==> src/rtl/muldiv_sequencer.sv <==
// muldiv_sequencer: iterative unsigned multiply/divide unit for the EX stage.
// MUL/MULHU use 32 shift-add steps over a 64-bit product register.
// DIVU/REMU use 32 restoring shift-subtract steps. Both share the same register.
// Optional feature macro: MULDIV_DIV_EN. When it is defined, the divider is built.
// When it is undefined, ops 10/11 go to DONE in one cycle with result 0.
// Handshake: start is a request sampled on clk. It is accepted in IDLE or DONE
// when flush=0. It is ignored while RUN. done is a one-cycle pulse in DONE,
// and result is valid only while done=1.
module muldiv_sequencer (
  input  logic        clk,
  input  logic        reset,
  input  logic        start,
  input  logic [1:0]  op,
  input  logic [31:0] src_a,
  input  logic [31:0] src_b,
  input  logic        flush,
  output logic        busy,
  output logic        stall,
  output logic        done,
  output logic [31:0] result,
  output logic [1:0]  dbg_state
);

  typedef enum logic [1:0] {S_IDLE = 2'd0, S_RUN = 2'd1, S_DONE = 2'd2} state_t;

  state_t      r_state;
  logic [5:0]  r_cnt;
  logic [1:0]  r_op;
  logic [31:0] r_opa;
  logic [63:0] r_acc;
  logic        r_done;
  logic [31:0] r_result;

  logic        w_accept;
  logic [32:0] w_mul_sum;
  logic [63:0] w_mul_next;
  logic [63:0] w_step;
  logic [31:0] w_final;

  // A new request is taken whenever the unit is not iterating, unless squashed.
  assign w_accept  = ~reset & (r_state != S_RUN) & start & ~flush;
  assign stall     = ~reset & ((r_state == S_RUN) | w_accept);
  assign busy      = (r_state == S_RUN);
  assign done      = r_done;
  assign result    = r_result;
  assign dbg_state = r_state;

  // One multiply step: conditionally add the multiplicand to the upper half, then shift right.
  assign w_mul_sum  = {1'b0, r_acc[63:32]} + (r_acc[0] ? {1'b0, r_opa} : 33'd0);
  assign w_mul_next = {w_mul_sum, r_acc[31:1]};

`ifdef MULDIV_DIV_EN
  logic [31:0] r_opb;
  logic [32:0] w_div_shift;
  logic        w_div_ge;
  logic [31:0] w_div_sub;
  logic [63:0] w_div_next;

  // One restoring divide step. Bits [63:32] hold the remainder and bits [31:0] hold the dividend/quotient.
  // The true difference is always below 2^32, so a 32-bit subtract is exact.
  assign w_div_shift = {r_acc[63:32], r_acc[31]};
  assign w_div_ge    = (w_div_shift >= {1'b0, r_opb});
  assign w_div_sub   = w_div_shift[31:0] - r_opb;
  assign w_div_next  = w_div_ge ? {w_div_sub, r_acc[30:0], 1'b1}
                                : {w_div_shift[31:0], r_acc[30:0], 1'b0};
  assign w_step      = r_op[1] ? w_div_next : w_mul_next;
`else
  assign w_step      = w_mul_next;
`endif

  // Result of the 32nd step, selected by the latched op.
  always_comb begin
    w_final = 32'd0;
    case (r_op)
      2'b00:   w_final = w_mul_next[31:0];
      2'b01:   w_final = w_mul_next[63:32];
`ifdef MULDIV_DIV_EN
      2'b10:   w_final = w_div_next[31:0];
      default: w_final = w_div_next[63:32];
`else
      default: w_final = 32'd0;
`endif
    endcase
  end

  // Sequencer FSM. done/result are registered and are cleared every cycle unless DONE is being entered.
  always_ff @(posedge clk or posedge reset) begin
    if (reset) begin
      r_state  <= S_IDLE;
      r_cnt    <= 6'd0;
      r_op     <= 2'b00;
      r_opa    <= 32'd0;
      r_acc    <= 64'd0;
      r_done   <= 1'b0;
      r_result <= 32'd0;
`ifdef MULDIV_DIV_EN
      r_opb    <= 32'd0;
`endif
    end else begin
      r_done   <= 1'b0;
      r_result <= 32'd0;
      case (r_state)
        S_IDLE, S_DONE: begin
          if (w_accept) begin
            r_op  <= op;
            r_opa <= src_a;
            r_cnt <= 6'd0;
`ifdef MULDIV_DIV_EN
            r_opb <= src_b;
`endif
            if (op[1]) begin
`ifdef MULDIV_DIV_EN
              if (src_b == 32'd0) begin
                // Divide by zero: quotient is all ones and remainder is the dividend.
                r_state  <= S_DONE;
                r_done   <= 1'b1;
                r_result <= op[0] ? src_a : 32'hFFFF_FFFF;
              end else begin
                r_state <= S_RUN;
                r_acc   <= {32'd0, src_a};
              end
`else
              r_state <= S_DONE;
              r_done  <= 1'b1;
`endif
            end else begin
              r_state <= S_RUN;
              r_acc   <= {32'd0, src_b};
            end
          end else begin
            r_state <= S_IDLE;
          end
        end
        S_RUN: begin
          if (flush) begin
            r_state <= S_IDLE;
          end else begin
            r_acc <= w_step;
            if (r_cnt == 6'd31) begin
              r_state  <= S_DONE;
              r_done   <= 1'b1;
              r_result <= w_final;
            end else begin
              r_cnt <= r_cnt + 6'd1;
            end
          end
        end
        default: r_state <= S_IDLE;
      endcase
    end
  end

endmodule

==> config.mk <==
export PLATFORM = sky130hd
export DESIGN_NAME = muldiv_sequencer
export DESIGN_NICKNAME = d
export VERILOG_FILES = /design/src/rtl/muldiv_sequencer.sv
export SDC_FILE = /design/constraint.sdc
export NUM_CORES = 1
export LEC_CHECK = 0
export ABC_AREA = 1
export CORE_ASPECT_RATIO = 0.8
export CORE_MARGIN = 2
export CORE_UTILIZATION = 30
export DETAILED_ROUTE_END_ITERATION = 6
export GPL_TIMING_DRIVEN = 1
export PLACE_DENSITY = 0.5
export SETUP_SLACK_MARGIN = 0.3
export SYNTH_ARGS = -nofsm -noshare
export SYNTH_HDL_FRONTEND = slang
export SYNTH_SLANG_ARGS = --single-unit
==> constraint.sdc <==
create_clock -name clk -period 3 [get_ports clk]
set_input_delay 0.45 -clock clk [delete_from_list [all_inputs] [get_ports clk]]
set_output_delay 0.45 -clock clk [all_outputs]
set_load 0.02 [all_outputs]
==> flow_metrics.py <==
metrics = {
    "timing": {
        "setup_tns_ns": 0,
        "setup_viol_count_final": 0,
        "setup_ws_ns": 0.535,
        "period_needed_ns": 2.46,
        "hold_violations": 0,
        "clock.fmax_mhz": 406,
        "worstMarginPinSlew_ns": 0.787,
        "relSlewSlack_pct": 47.5,
        "rsz0062_at_grt": "false",
        "fin_skew_ns": 0.0165,
        "drv_slew": 0,
        "hold-worst-slack_ns": 0.481,
        "period_share_pct": 82.2,
    },
    "critical_path": {
        "worstPathArrival_ns": 2.81,
        "crit_required_ns": 3.34,
        "path_class": "flip-flop to flip-flop",
        "end_kind": "flip-flop",
        "cp_max_fo": 21,
        "start_kind": "flip-flop",
    },
    "pwr": {
        "switching_share_pct": 37.7,
        "intPower_mw": 4.40,
        "p_clk_share_pct": 32.0,
        "power_frac_seq_pct": 34.6,
        "power.leakage_nw": 5.68,
        "power.total_mw": 7.06,
        "power_density_nw_per_um2": 660,
        "p_sw_mw": 2.66,
        "combPwrFrac_pct": 33.4,
        "vdd_drop_max_mv": 0.408,
    },
    "placement": {
        "place_ws_ns": 0.436,
        "dp_hpwl_um": 19500,
        "finalWeightedCongestion": 0.931,
        "place_area_sq_um": 10100,
        "port_buffers": 106,
    },
    "yosys": {
        "synthSimpleGateAreaFrac_pct": 31.4,
        "ys_types": 39,
        "synth_compound_area_share_pct": 10.6,
        "postSynthCellCount": 1213,
        "synth_mux_area_share_pct": 0,
        "syn_avg_cell_area_sq_um": 7.08,
        "synth_top_cell_by_area": "dfrtp_1",
        "synth_fa_ha_area_share_pct": 5.04,
        "ys_seq_area_share_pct": 40.5,
        "synth_area_sq_um": 8590,
        "yosysWarnings": 0,
        "synth-seq-cells": 139,
        "synth.top_cells.by_area": "dfrtp_1 40%, nand2_1 21%, inv_1 8.7%, ha_1 4.8%, nand3_1 3.4%",
        "syn_nets": 1317,
        "synth-xor-area-share_pct": 1.19,
        "yosys.area.top_type_share_pct": 40.5,
        "synth_top_family_by_area": "simple AND/OR/NAND/NOR gates",
    },
    "global_route": {
        "track_usage_pct": 18.0,
        "grt_pass1_wl_um": 41800,
        "antenna_found_initial": 0,
        "first_global_vias": 7452,
        "grt-ovfl-total": 0,
        "grt_max_degree": 140,
    },
    "cells_and_area": {
        "drive_gt1_share_pct": 9.28,
        "design_area_sq_um": 10700,
        "area_delta_synth_final_pct": 24.5,
        "antenna_cells": 0,
        "final_nets": 1417,
    },
    "floorplanning": {
        "dieArea_sq_um": 30000,
        "ios": 107,
        "chipHeight_um": 155,
        "initial_core_util_pct": 30.5,
        "rows": 55,
        "die_x_um": 193,
        "core_area_sq_um": 28200,
    },
    "route": {
        "drc_errors": 0,
        "firstDrtPassIters": 7,
        "avgRoutedWirePerCell_um": 15.4,
        "routed_wl_um": 26100,
        "vias": 7697,
        "drtAntennaViolNets": 0,
        "vias_per_cell": 4.54,
        "first_iter_violations": 498,
    },
    "clock_network": {
        "clk_pin_slew_ns": 0.06,
        "clk_path_buf_depth": 2,
        "cts-htree-levels": 4,
        "cts_tree": "yes",
        "clock-sinks": 139,
        "postCtsSetupBuffers": 0,
        "clk_latency_ns": 0.44,
        "cts-root-buf": "clkbuf_16",
        "postCtsHoldBufs": 0,
        "cts_inserted_buffers": 17,
    },
    "outcome": {
        "status": "completed",
    },
    "job": {
        "cap_violations": 0,
    },
    "worst_hold_path": {
        "hold_path.class": "flip-flop to flip-flop",
    },
}
==> synth_stat cells (all sizes together) <==
library cell    n
buf            19
nand3          67
a21o            1
nor2           58
o211ai         30
a22o            8
inv           208
nand2         498
a21oi          55
clkbuf         20
or2             4
dfrtp         139
xnor2           2
nand4           2
xor2            8
o21ai          39
fa              1
nor3            9
nand3b          3
o22ai           3
o21bai          2
ha             33
a31oi           4
==> cell type report <==
class	count	area, sq um
Clock inverter	13	180
Clock buffer	19	443
Sequential cell	139	3480
Fill cell	3043	17500
Tap cell	370	463
Multi-Input combinational cell	827	4160
Timing Repair Buffer	120	1190
Inverter	208	786
==> metal layers <==
layer  share of wire (%)  track usage (%)  routed length (um)  vias to the layer above
met2                  40             25.0               10400                      178
met3                 4.9             3.69                1280                       24
met5                   0                0                   0                        -
met1                  54             27.8               14000                     3549
li1                    -                -                   -                     3946
met4                 1.5             5.05                 379                        0
==> critical path, stage by stage (launching register included) <==
cell	delay (ns)
dfrtp_1	0.39
buf_4	0.21
nand2_1	0.09
inv_1	0.04
ha_1	0.34
nand2_2	0.14
inv_1	0.06
a21oi_2	0.15
nand2_2	0.09
nand2_1	0.10
nand2_2	0.11
nand2_2	0.10
nand2_1	0.06
nand2_1	0.07
nand3_1	0.18
a21oi_1	0.23
==> sequential cells by signal, indices dropped and copies added (netlist names) <==
register	cells
r_acc	64
r_opa	32
result	32
r_cnt	6
dbg_state	2
r_op	2
done	1
==> through the flow <==
step                util, %  cells
finish                 37.9   1696
global route           37.9   1696
CTS                    37.9   1696
detailed placement     35.7   1664
global placement       35.7   1664
floorplan                 -   1213
==> final timing paths <==
check                               from         end  slack (ns)  depth (start not counted)
worst max-delay path            r_acc[0]  result[22]        0.54                         15
max in group asynchronous          reset   r_acc[51]        1.76                          3
worst min-delay path            r_opa[5]    r_opa[5]        0.48                          2
worst min register to register  r_opa[5]    r_opa[5]        0.48                          2
worst max register to register  r_acc[0]  result[22]        0.54                         15
min in group asynchronous          reset   r_acc[17]        0.63                          3
==> cells by family after synthesis <==
kind of cell    count (synthesis)
buf+inv                       247
xor+xnor                       10
compound gates                142
simple gates                  641
flops                         139
fa+ha+maj                      34
==> placed cells by master, fill, tap and decap left out, drive strengths merged <==
cell type	n
buf	14
o21bai	2
a22o	8
clkinv	2
nor3	9
nor2	58
nand3b	3
clkbuf	19
clkinvlp	2
o21ai	39
fa	1
xnor2	2
nand4	2
inv	214
o211ai	30
bufinv	3
xor2	8
o22ai	3
a21o	1
nand2	498
a21oi	55
or2	4
dfrtp	139
ha	33
nand3	67
a31oi	4
clkdlybuf4s50	106
==> power by group through the flow <==
stage / logic (mW) / registers (mW) / clock network [mW]
6_report: 2.36 / 2.44 / 2.26
5_1_grt: 2.67 / 2.49 / 2.39
4_1_cts: 2.35 / 2.44 / 2.32
3_5_place_dp: 2.34 / 2.47 / 0
3_3_place_gp: 2.32 / 2.48 / 0
2_1_floorplan: 1.69 / 2.39 / 0
==> timing repair <==
item | in CTS | in global routing
endpoints found under the hold margin | 0 | 0
endpoints found under the setup margin | 0 | 4
resized for setup | 0 | 2
No activity file was read; power rests on OpenSTA's default activity.
